$ cat config.mk
export PLATFORM = sky130hd
export DESIGN_NAME = bin2bcd_iter_flat
export DESIGN_NICKNAME = d
export VERILOG_FILES = /design/src/rtl/bin2bcd_iter_if.sv /design/src/rtl/bin2bcd_iter.sv /design/src/flat_wrapper.sv
export SDC_FILE = /design/constraint.sdc
export NUM_CORES = 1
export LEC_CHECK = 0
export ABC_AREA = 0
export BUFFER_PORTS_ARGS = -buffer_cell sky130_fd_sc_hd__buf_2
export CORE_MARGIN = 1.5
export CORE_UTILIZATION = 30
export DETAILED_ROUTE_END_ITERATION = 8
export REMOVE_ABC_BUFFERS = 1
export SKIP_CTS_REPAIR_TIMING = 1
export SYNTH_ARGS = -nofsm -noshare
export SYNTH_HDL_FRONTEND = slang
export SYNTH_SLANG_ARGS = --single-unit
export TNS_END_PERCENT = 30
$ cat constraint.sdc
create_clock -name clk -period 2.15 [get_ports clk]
set_input_delay 0.43 -clock clk [delete_from_list [all_inputs] [get_ports clk]]
set_output_delay 0.43 -clock clk [all_outputs]
set_load 0.02 [all_outputs]
$ cat src/rtl/bin2bcd_iter_if.sv
// rtl/bin2bcd_iter_if.sv - start/done handshake bundle for bin2bcd_iter
//
// Purpose: groups the request side (start, bin) and the result side
// (busy, done, bcd, blank, ovf) of the iterative BCD converter.
// Ports (signals):
//   start  master->slave  conversion request
//   bin    master->slave  BIN_W-bit unsigned value
//   busy   slave->master  conversion in progress
//   done   slave->master  one-cycle result-updated pulse
//   bcd    slave->master  4*DIGITS packed BCD, digit 0 = units
//   blank  slave->master  per-digit leading-zero blank mask
//   ovf    slave->master  value did not fit in DIGITS digits
interface bin2bcd_iter_if #(
  parameter int BIN_W  = 16,
  parameter int DIGITS = 5
);
  logic                  start;
  logic [BIN_W-1:0]      bin;
  logic                  busy;
  logic                  done;
  logic [4*DIGITS-1:0]   bcd;
  logic [DIGITS-1:0]     blank;
  logic                  ovf;

  modport master (
    output start, bin,
    input  busy, done, bcd, blank, ovf
  );

  modport slave (
    input  start, bin,
    output busy, done, bcd, blank, ovf
  );
endinterface

$ cat src/rtl/bin2bcd_iter.sv
// rtl/bin2bcd_iter.sv - iterative double-dabble binary to packed BCD converter
//
// Purpose: converts an unsigned BIN_W-bit value to DIGITS packed BCD digits,
// one shift-add-3 step per clock, with overflow saturation to all nines and
// a leading-zero blank mask for the seven-segment driver.
// Ports:
//   clk  rising-edge clock
//   rst  asynchronous active-high reset
//   bus  bin2bcd_iter_if.slave (start/bin in; busy/done/bcd/blank/ovf out)
module bin2bcd_iter #(
  parameter int BIN_W    = 16,
  parameter int DIGITS   = 5,
  parameter bit BLANK_LZ = 1'b1
) (
  input  logic           clk,
  input  logic           rst,
  bin2bcd_iter_if.slave  bus
);

  localparam int CW = $clog2(BIN_W + 1);
  localparam int BW = 4 * DIGITS;
  localparam logic [CW-1:0] LAST = CW'(BIN_W - 1);
  // Idle display shows a single "0": every digit but the units is blanked.
  localparam logic [DIGITS-1:0] BLANK_RST = BLANK_LZ ? ~DIGITS'(1) : '0;

  typedef enum logic [1:0] {IDLE, SHIFT, DONE} state_t;

  state_t            state_q;
  logic [CW-1:0]     cnt_q;
  logic [BIN_W-1:0]  sh_q;
  logic [BW-1:0]     scr_q;
  logic              sov_q;
  logic              busy_q;
  logic              done_q;
  logic [BW-1:0]     bcd_q;
  logic [DIGITS-1:0] blank_q;
  logic              ovf_q;

  logic [BW-1:0]     scr_adj;
  logic [BW-1:0]     scr_d;
  logic [BIN_W-1:0]  sh_d;
  logic              sov_d;
  logic [BW-1:0]     nines;
  logic [BW-1:0]     bcd_d;
  logic [DIGITS-1:0] blank_d;
  logic              zrun;

  always_comb begin
    scr_adj = scr_q;
    nines   = '0;
    for (int i = 0; i < DIGITS; i++) begin
      if (scr_q[4*i +: 4] > 4'd4) begin
        scr_adj[4*i +: 4] = scr_q[4*i +: 4] + 4'd3;
      end
      nines[4*i +: 4] = 4'd9;
    end
    scr_d = {scr_adj[BW-2:0], sh_q[BIN_W-1]};
    sh_d  = sh_q << 1;
    // Anything leaving the top digit means the value cannot fit; sticky.
    sov_d = sov_q | scr_adj[BW-1];
    bcd_d = sov_d ? nines : scr_d;
    // Walk from the most significant digit down; a digit is blanked only
    // while every digit above it (and itself) is zero. Digit 0 never blanks.
    blank_d = '0;
    zrun    = 1'b1;
    for (int i = DIGITS - 1; i > 0; i--) begin
      zrun       = zrun & (scr_d[4*i +: 4] == 4'd0);
      blank_d[i] = BLANK_LZ & ~sov_d & zrun;
    end
  end

  always_ff @(posedge clk or posedge rst) begin
    if (rst) begin
      state_q <= IDLE;
      cnt_q   <= '0;
      sh_q    <= '0;
      scr_q   <= '0;
      sov_q   <= 1'b0;
      busy_q  <= 1'b0;
      done_q  <= 1'b0;
      bcd_q   <= '0;
      blank_q <= BLANK_RST;
      ovf_q   <= 1'b0;
    end else begin
      case (state_q)
        // DONE accepts a new start exactly like IDLE for back-to-back use.
        IDLE, DONE: begin
          done_q <= 1'b0;
          if (bus.start) begin
            sh_q    <= bus.bin;
            scr_q   <= '0;
            sov_q   <= 1'b0;
            cnt_q   <= '0;
            busy_q  <= 1'b1;
            state_q <= SHIFT;
          end else begin
            state_q <= IDLE;
          end
        end
        SHIFT: begin
          scr_q <= scr_d;
          sh_q  <= sh_d;
          sov_q <= sov_d;
          cnt_q <= cnt_q + CW'(1);
          if (cnt_q == LAST) begin
            state_q <= DONE;
            busy_q  <= 1'b0;
            done_q  <= 1'b1;
            bcd_q   <= bcd_d;
            blank_q <= blank_d;
            ovf_q   <= sov_d;
          end
        end
        default: state_q <= IDLE;
      endcase
    end
  end

  assign bus.busy  = busy_q;
  assign bus.done  = done_q;
  assign bus.bcd   = bcd_q;
  assign bus.blank = blank_q;
  assign bus.ovf   = ovf_q;

endmodule

$ cat src/flat_wrapper.sv
// flat-port wrapper written by rule: the top's interface ports become plain ports
module bin2bcd_iter_flat 
#(
  parameter int BIN_W    = 16,
  parameter int DIGITS   = 5,
  parameter bit BLANK_LZ = 1'b1
)
  (clk, rst, bus_start, bus_bin, bus_busy, bus_done, bus_bcd, bus_blank, bus_ovf);
  bin2bcd_iter_if #(.BIN_W(BIN_W), .DIGITS(DIGITS)) bus_i ();
  input  logic clk;
  input  logic rst;
  input wire logic [$bits(bus_i.start)-1:0] bus_start;
  input wire logic [$bits(bus_i.bin)-1:0] bus_bin;
  output wire logic [$bits(bus_i.busy)-1:0] bus_busy;
  output wire logic [$bits(bus_i.done)-1:0] bus_done;
  output wire logic [$bits(bus_i.bcd)-1:0] bus_bcd;
  output wire logic [$bits(bus_i.blank)-1:0] bus_blank;
  output wire logic [$bits(bus_i.ovf)-1:0] bus_ovf;
  assign bus_i.start = bus_start;
  assign bus_i.bin = bus_bin;
  assign bus_busy = bus_i.busy;
  assign bus_done = bus_i.done;
  assign bus_bcd = bus_i.bcd;
  assign bus_blank = bus_i.blank;
  assign bus_ovf = bus_i.ovf;
  bin2bcd_iter #(.BIN_W(BIN_W), .DIGITS(DIGITS), .BLANK_LZ(BLANK_LZ)) u_core (.clk(clk), .rst(rst), .bus(bus_i));
endmodule
==> results by stage <==
Status:
- The run finished, with violations left.
- The checks that failed: setup timing.

Synthesis:
- The synthesized netlist occupies a cell area of 3370 um^2.
- In the synthesized netlist the async set-or-reset flop fraction comes to 100%.
- The compound-cell area share of the yosys netlist is 18.2%.
- After Yosys synthesis, XOR and XNOR cells account for 1.56% of the synthesized area.
- After synthesis, flip-flops and latches occupy 52.9% of the total area.
- For this run, the number of Yosys warnings is 0.
- After synthesis, the mean cell area works out to 9.46 um^2.
- After technology mapping, the gate count stands at 356.
- The area share of the largest cell type after synthesis is 49.8%.
- The synthesized design spends more area on one cell type than any other, namely sky130_fd_sc_hd__dfrtp_1.
- Among all flip-flop cells after synthesis, the most frequent one is sky130_fd_sc_hd__dfrtp_1.
- By area, the combinational part of the netlist is dominated by compound AO/OA/AOI/OAI gates.
- After synthesis, the netlist uses 42 different library cells.
- The count of state elements after synthesis is 71.
- The area share of and/or/nand/nor cells after synthesis is 17.5%.
- Sorting the synthesized cells by area gives the leading types as sky130_fd_sc_hd__dfrtp_1, sky130_fd_sc_hd__nand2_1, sky130_fd_sc_hd__o21ai_0, sky130_fd_sc_hd__ha_1, sky130_fd_sc_hd__a22oi_1.
- After synthesis, the share of cell area in mux cells is 1.49%.
- The adder and majority cell fraction of the synthesized area is 4.08%.
- Yosys mapped a number of flops with a built-in enable equal to 0.

Final layout:
- The growth of design area from synthesis to finish is 22.0%.
- The layout has 1083 filler cells.
- In the final design database the tool counted 449 nets.
- In the final layout, the share of cells above drive strength 1 is 23.6%.
- The antenna diode count is 0.

Critical path:
- Traced cell by cell, the critical path runs through ha_1 -> and3_1 -> ha_1 -> nand3b_1 -> nor4b_2 -> a31oi_1 -> or4b_4 -> o41ai_2.
- The total buffers and inverters traversed by the critical path is 0.
- The most frequent cell on the critical path is sky130_fd_sc_hd__ha_1.
- The maximum fanout along the worst path is 3.
- The worst setup path is launched from a flip-flop.
- The element type at the critical path end is a flip-flop.
- The critical path required time is 2.40 ns.
- The highest-delay cell along the critical path is sky130_fd_sc_hd__or4b_4.
- The worst setup path category is flip-flop to flip-flop.
- The signal arrival time at the worst endpoint is 2.49 ns.
- The largest single stage delay on the critical path is 0.51 ns.
- The top cell family by delay on the critical path is simple AND/OR/NAND/NOR gates.

Floorplanning:
- The initial cell density of the core is 30.9%.
- During I/O placement, the number of pins put on the boundary was 47.
- The die area is 11900 um^2.
- The area of the core is 10900 um^2.
- The row count is 38.
- Measured along the y axis, the die boundary spans 109 um.
- From left edge to right edge, the die measures 109 um.

Pwr:
- The power per standard cell area is 1550 nW/um^2.
- Net switching is 41.9% of the power.
- The combinational cell fraction of total power is 47.2%.
- The part of the total power dissipated in the clock network is 16.9%.
- The peak supply drop is 0.000510 V.
- The internal portion of the total power is 3.70 mW.
- Per report_power, the sequential group accounts for 35.9% of the total.
- The total leakage power is 1.97 nW.
- The power after layout is 6.36 mW.
- The switching power is 2.66 mW.

Timing:
- On the final layout, the worst hold slack is 0.138 ns.
- Measured against its own limit, the worst slew margin works out to 54.9%.
- For the final routed database, the setup TNS stands at -0.191 ns.
- The number of hold violations in the final report is 0.
- Across the routed clock network, the largest skew measured is 0.0116 ns.
- Setup repair after global routing could not meet its margin everywhere.
- The setup violation total in the final timing report is 3.
- The post-route fraction of the period consumed by the critical path is 104%.
- The count of final max-slew check failures is 0.
- Across all setup checks in the final design, the least slack found is -0.0849 ns.
- Derived from the worst setup path, the maximum achievable clock frequency is 0.447 GHz.
- The minimum clock period is 2.23 ns.
- For the pin with the worst max-slew slack, the measured transition is 0.677 ns.

Drt:
- After detailed routing, the number of remaining DRC violations is 0.
- The number of iterations in the first detailed-routing pass is 4.
- The routed via count is 2728.
- The first routing iteration left 111 violations.
- The number of vias per cell is 4.84.
- The average routed wire per standard cell is 13.9 um.
- The overall routed net length is 7.82 mm.
- Once detail routing completed, the nets flagged for antenna violations numbered 0.

Global route:
- The initial antenna violation count is 0.
- The global-route wire length before repair is 13.5 mm.
- The number of global-route vias before repair is 2747.
- The overall fraction of global-route tracks in use is 14.7%.
- Entering global routing, the biggest net connects 72 pins.
- The aggregate global routing overflow is 0.

Job:
- The number of maximum-capacitance violations is 0.

Clock tree:
- The CTS tree is built.
- The count of clock tree sinks is 71.
- The maximum clock path buffer count is 2.
- At the later pin of the worst-skew pair, clock insertion delay measures 0.35 ns.
- Clock tree synthesis inserted a total of 9 buffers.
- The depth of the CTS H-tree is 3.
- After clock tree synthesis, the clock-pin slew on the worst setup and hold paths is 0.07 ns.
- The clock root buffer is sky130_fd_sc_hd__clkbuf_8.

Placement:
- The placed wire-length estimate after detailed placement is 5.36 mm.
- Prior to clock tree synthesis, the placed netlist has a worst setup slack of -0.125 ns.
- At the end of routability-driven placement, the weighted congestion stood at 0.822.
- The number of buffer cells added on primary ports is 45.

Worst hold path:
- In this run the worst hold path is classified as input pin to async pin.
-- state kept, by name (all words and copies together), names as in the netlist --
name and cells:
u_core.bus.ovf 1, u_core.state_q 2, u_core.cnt_q 5, u_core.bus.bcd 20, u_core.scr_q 20, u_core.sh_q 16
u_core.bus.done 1, u_core.bus.blank 4, u_core.sov_q 1, u_core.bus.busy 1
-- logic make-up after synthesis --
| group | Yosys count |
|---|---|
| other | 1 |
| muxes | 5 |
| and+or+nand+nor | 132 |
| adders and majority gates | 11 |
| AOI/OAI and AO/OA | 94 |
| buffers and inverters | 36 |
| xor gates and xnor gates | 6 |
| DFF | 71 |
-- worst paths after layout --
kind / startpoint / to / slack, ns / cells past startpoint
setup / recovery: u_core.cnt_q[0] / u_core.bus.blank[1] / -0.08 / 8
hold / removal: rst / u_core.sh_q[0] / 0.14 / 3
setup reg to reg: u_core.cnt_q[0] / u_core.bus.blank[1] / -0.08 / 8
hold reg to reg: u_core.bus.bcd[15] / u_core.bus.bcd[15] / 0.46 / 2
max in group asynchronous: rst / u_core.bus.blank[4] / 1.65 / 3
min in group clk: bus_bin[9] / u_core.sh_q[9] / 0.28 / 3
-- synthesized netlist by cell type (4+ instances only) --
cell and number:
sky130_fd_sc_hd__ha_1 11, sky130_fd_sc_hd__nand3_1 5, sky130_fd_sc_hd__a22o_1 10, sky130_fd_sc_hd__dfrtp_1 67
sky130_fd_sc_hd__nand2_1 80, sky130_fd_sc_hd__dfstp_2 4, sky130_fd_sc_hd__inv_1 17, sky130_fd_sc_hd__mux2i_1 5
sky130_fd_sc_hd__nand2b_1 9, sky130_fd_sc_hd__o21ai_0 36, sky130_fd_sc_hd__clkbuf_1 17, sky130_fd_sc_hd__a21oi_1 7
sky130_fd_sc_hd__a22oi_1 15, sky130_fd_sc_hd__nor3_1 5, sky130_fd_sc_hd__nor2_1 15, sky130_fd_sc_hd__a31oi_1 7
sky130_fd_sc_hd__o31ai_1 8, sky130_fd_sc_hd__xnor2_1 5, sky130_fd_sc_hd__nor2b_1 7
-- cell usage in the layout, fill, tap and decap left out, types with 2 or more instances in the layout --
cell | netlist | routed
sky130_fd_sc_hd__nand3_1 | 5 | 5
sky130_fd_sc_hd__nor2b_1 | 7 | 6
sky130_fd_sc_hd__clkinv_4 | 0 | 3
sky130_fd_sc_hd__inv_1 | 17 | 16
sky130_fd_sc_hd__dfrtp_1 | 67 | 67
sky130_fd_sc_hd__xnor2_1 | 5 | 5
sky130_fd_sc_hd__clkinv_2 | 0 | 2
sky130_fd_sc_hd__nand2_1 | 80 | 80
sky130_fd_sc_hd__o31ai_1 | 8 | 8
sky130_fd_sc_hd__nand3b_1 | 2 | 2
sky130_fd_sc_hd__buf_2 | 1 | 45
sky130_fd_sc_hd__dfstp_2 | 4 | 4
sky130_fd_sc_hd__buf_4 | 1 | 25
sky130_fd_sc_hd__ha_1 | 11 | 11
sky130_fd_sc_hd__a31oi_1 | 7 | 7
sky130_fd_sc_hd__clkbuf_8 | 0 | 9
sky130_fd_sc_hd__nor3_1 | 5 | 5
sky130_fd_sc_hd__nor2_1 | 15 | 14
sky130_fd_sc_hd__mux2i_1 | 5 | 5
sky130_fd_sc_hd__o21ai_1 | 1 | 2
sky130_fd_sc_hd__a21oi_1 | 7 | 7
sky130_fd_sc_hd__a22o_1 | 10 | 10
sky130_fd_sc_hd__and3_1 | 2 | 2
sky130_fd_sc_hd__a21o_1 | 2 | 2
sky130_fd_sc_hd__nand2b_1 | 9 | 9
sky130_fd_sc_hd__o21ai_0 | 36 | 35
sky130_fd_sc_hd__a22oi_1 | 15 | 15
-- per-stage QoR --
stage	std cells	cell area (um^2)	util, %
after floorplan	337	3290	-
after global placement	547	3900	35.8
after detailed placement	547	3900	35.8
after CTS	563	4100	37.6
after global routing	564	4110	37.7
final	564	4110	37.7
-- final cells by class --
cell class | instances | area [um^2] | area share, %
tap | 140 | 175 | 4.26
clock buffer | 9 | 124 | 3.01
multi-input combinational | 249 | 1460 | 35.5
clock inverter | 7 | 73.8 | 1.80
sequential | 71 | 1780 | 43.3
timing repair buffer | 71 | 433 | 10.5
inverter | 17 | 63.8 | 1.55
-- worst register-to-register path, stage by stage (launching register included) --
cell and delay [ns]:
sky130_fd_sc_hd__dfrtp_1 0.36, sky130_fd_sc_hd__ha_1 0.18, sky130_fd_sc_hd__and3_1 0.16, sky130_fd_sc_hd__ha_1 0.18
sky130_fd_sc_hd__nand3b_1 0.14, sky130_fd_sc_hd__nor4b_2 0.27, sky130_fd_sc_hd__a31oi_1 0.07, sky130_fd_sc_hd__or4b_4 0.51
sky130_fd_sc_hd__o41ai_2 0.28
-- routing by layer --
metal | part of all wire [%] | routed length, um | global-route usage (%) | up-vias
met4 | 1.6 | 123 | 5.92 | 0
met5 | 0 | 0 | 0 | -
met2 | 45 | 3500 | 22.3 | 54
met1 | 49 | 3810 | 19.5 | 1316
li1 | - | - | - | 1348
met3 | 4.9 | 386 | 4.42 | 10
-- power by group through the flow --
stage          sequential [mW]  combinational, mW  clock, mW
2_1_floorplan             2.40               1.83          0
3_3_place_gp              2.28               2.93          0
3_5_place_dp              2.31               3.01          0
4_1_cts                   2.28               3.02       1.10
5_1_grt                   2.37               3.42       1.15
6_report                  2.29               3.00       1.07
Note: power is estimated with default switching activity, not from simulation.
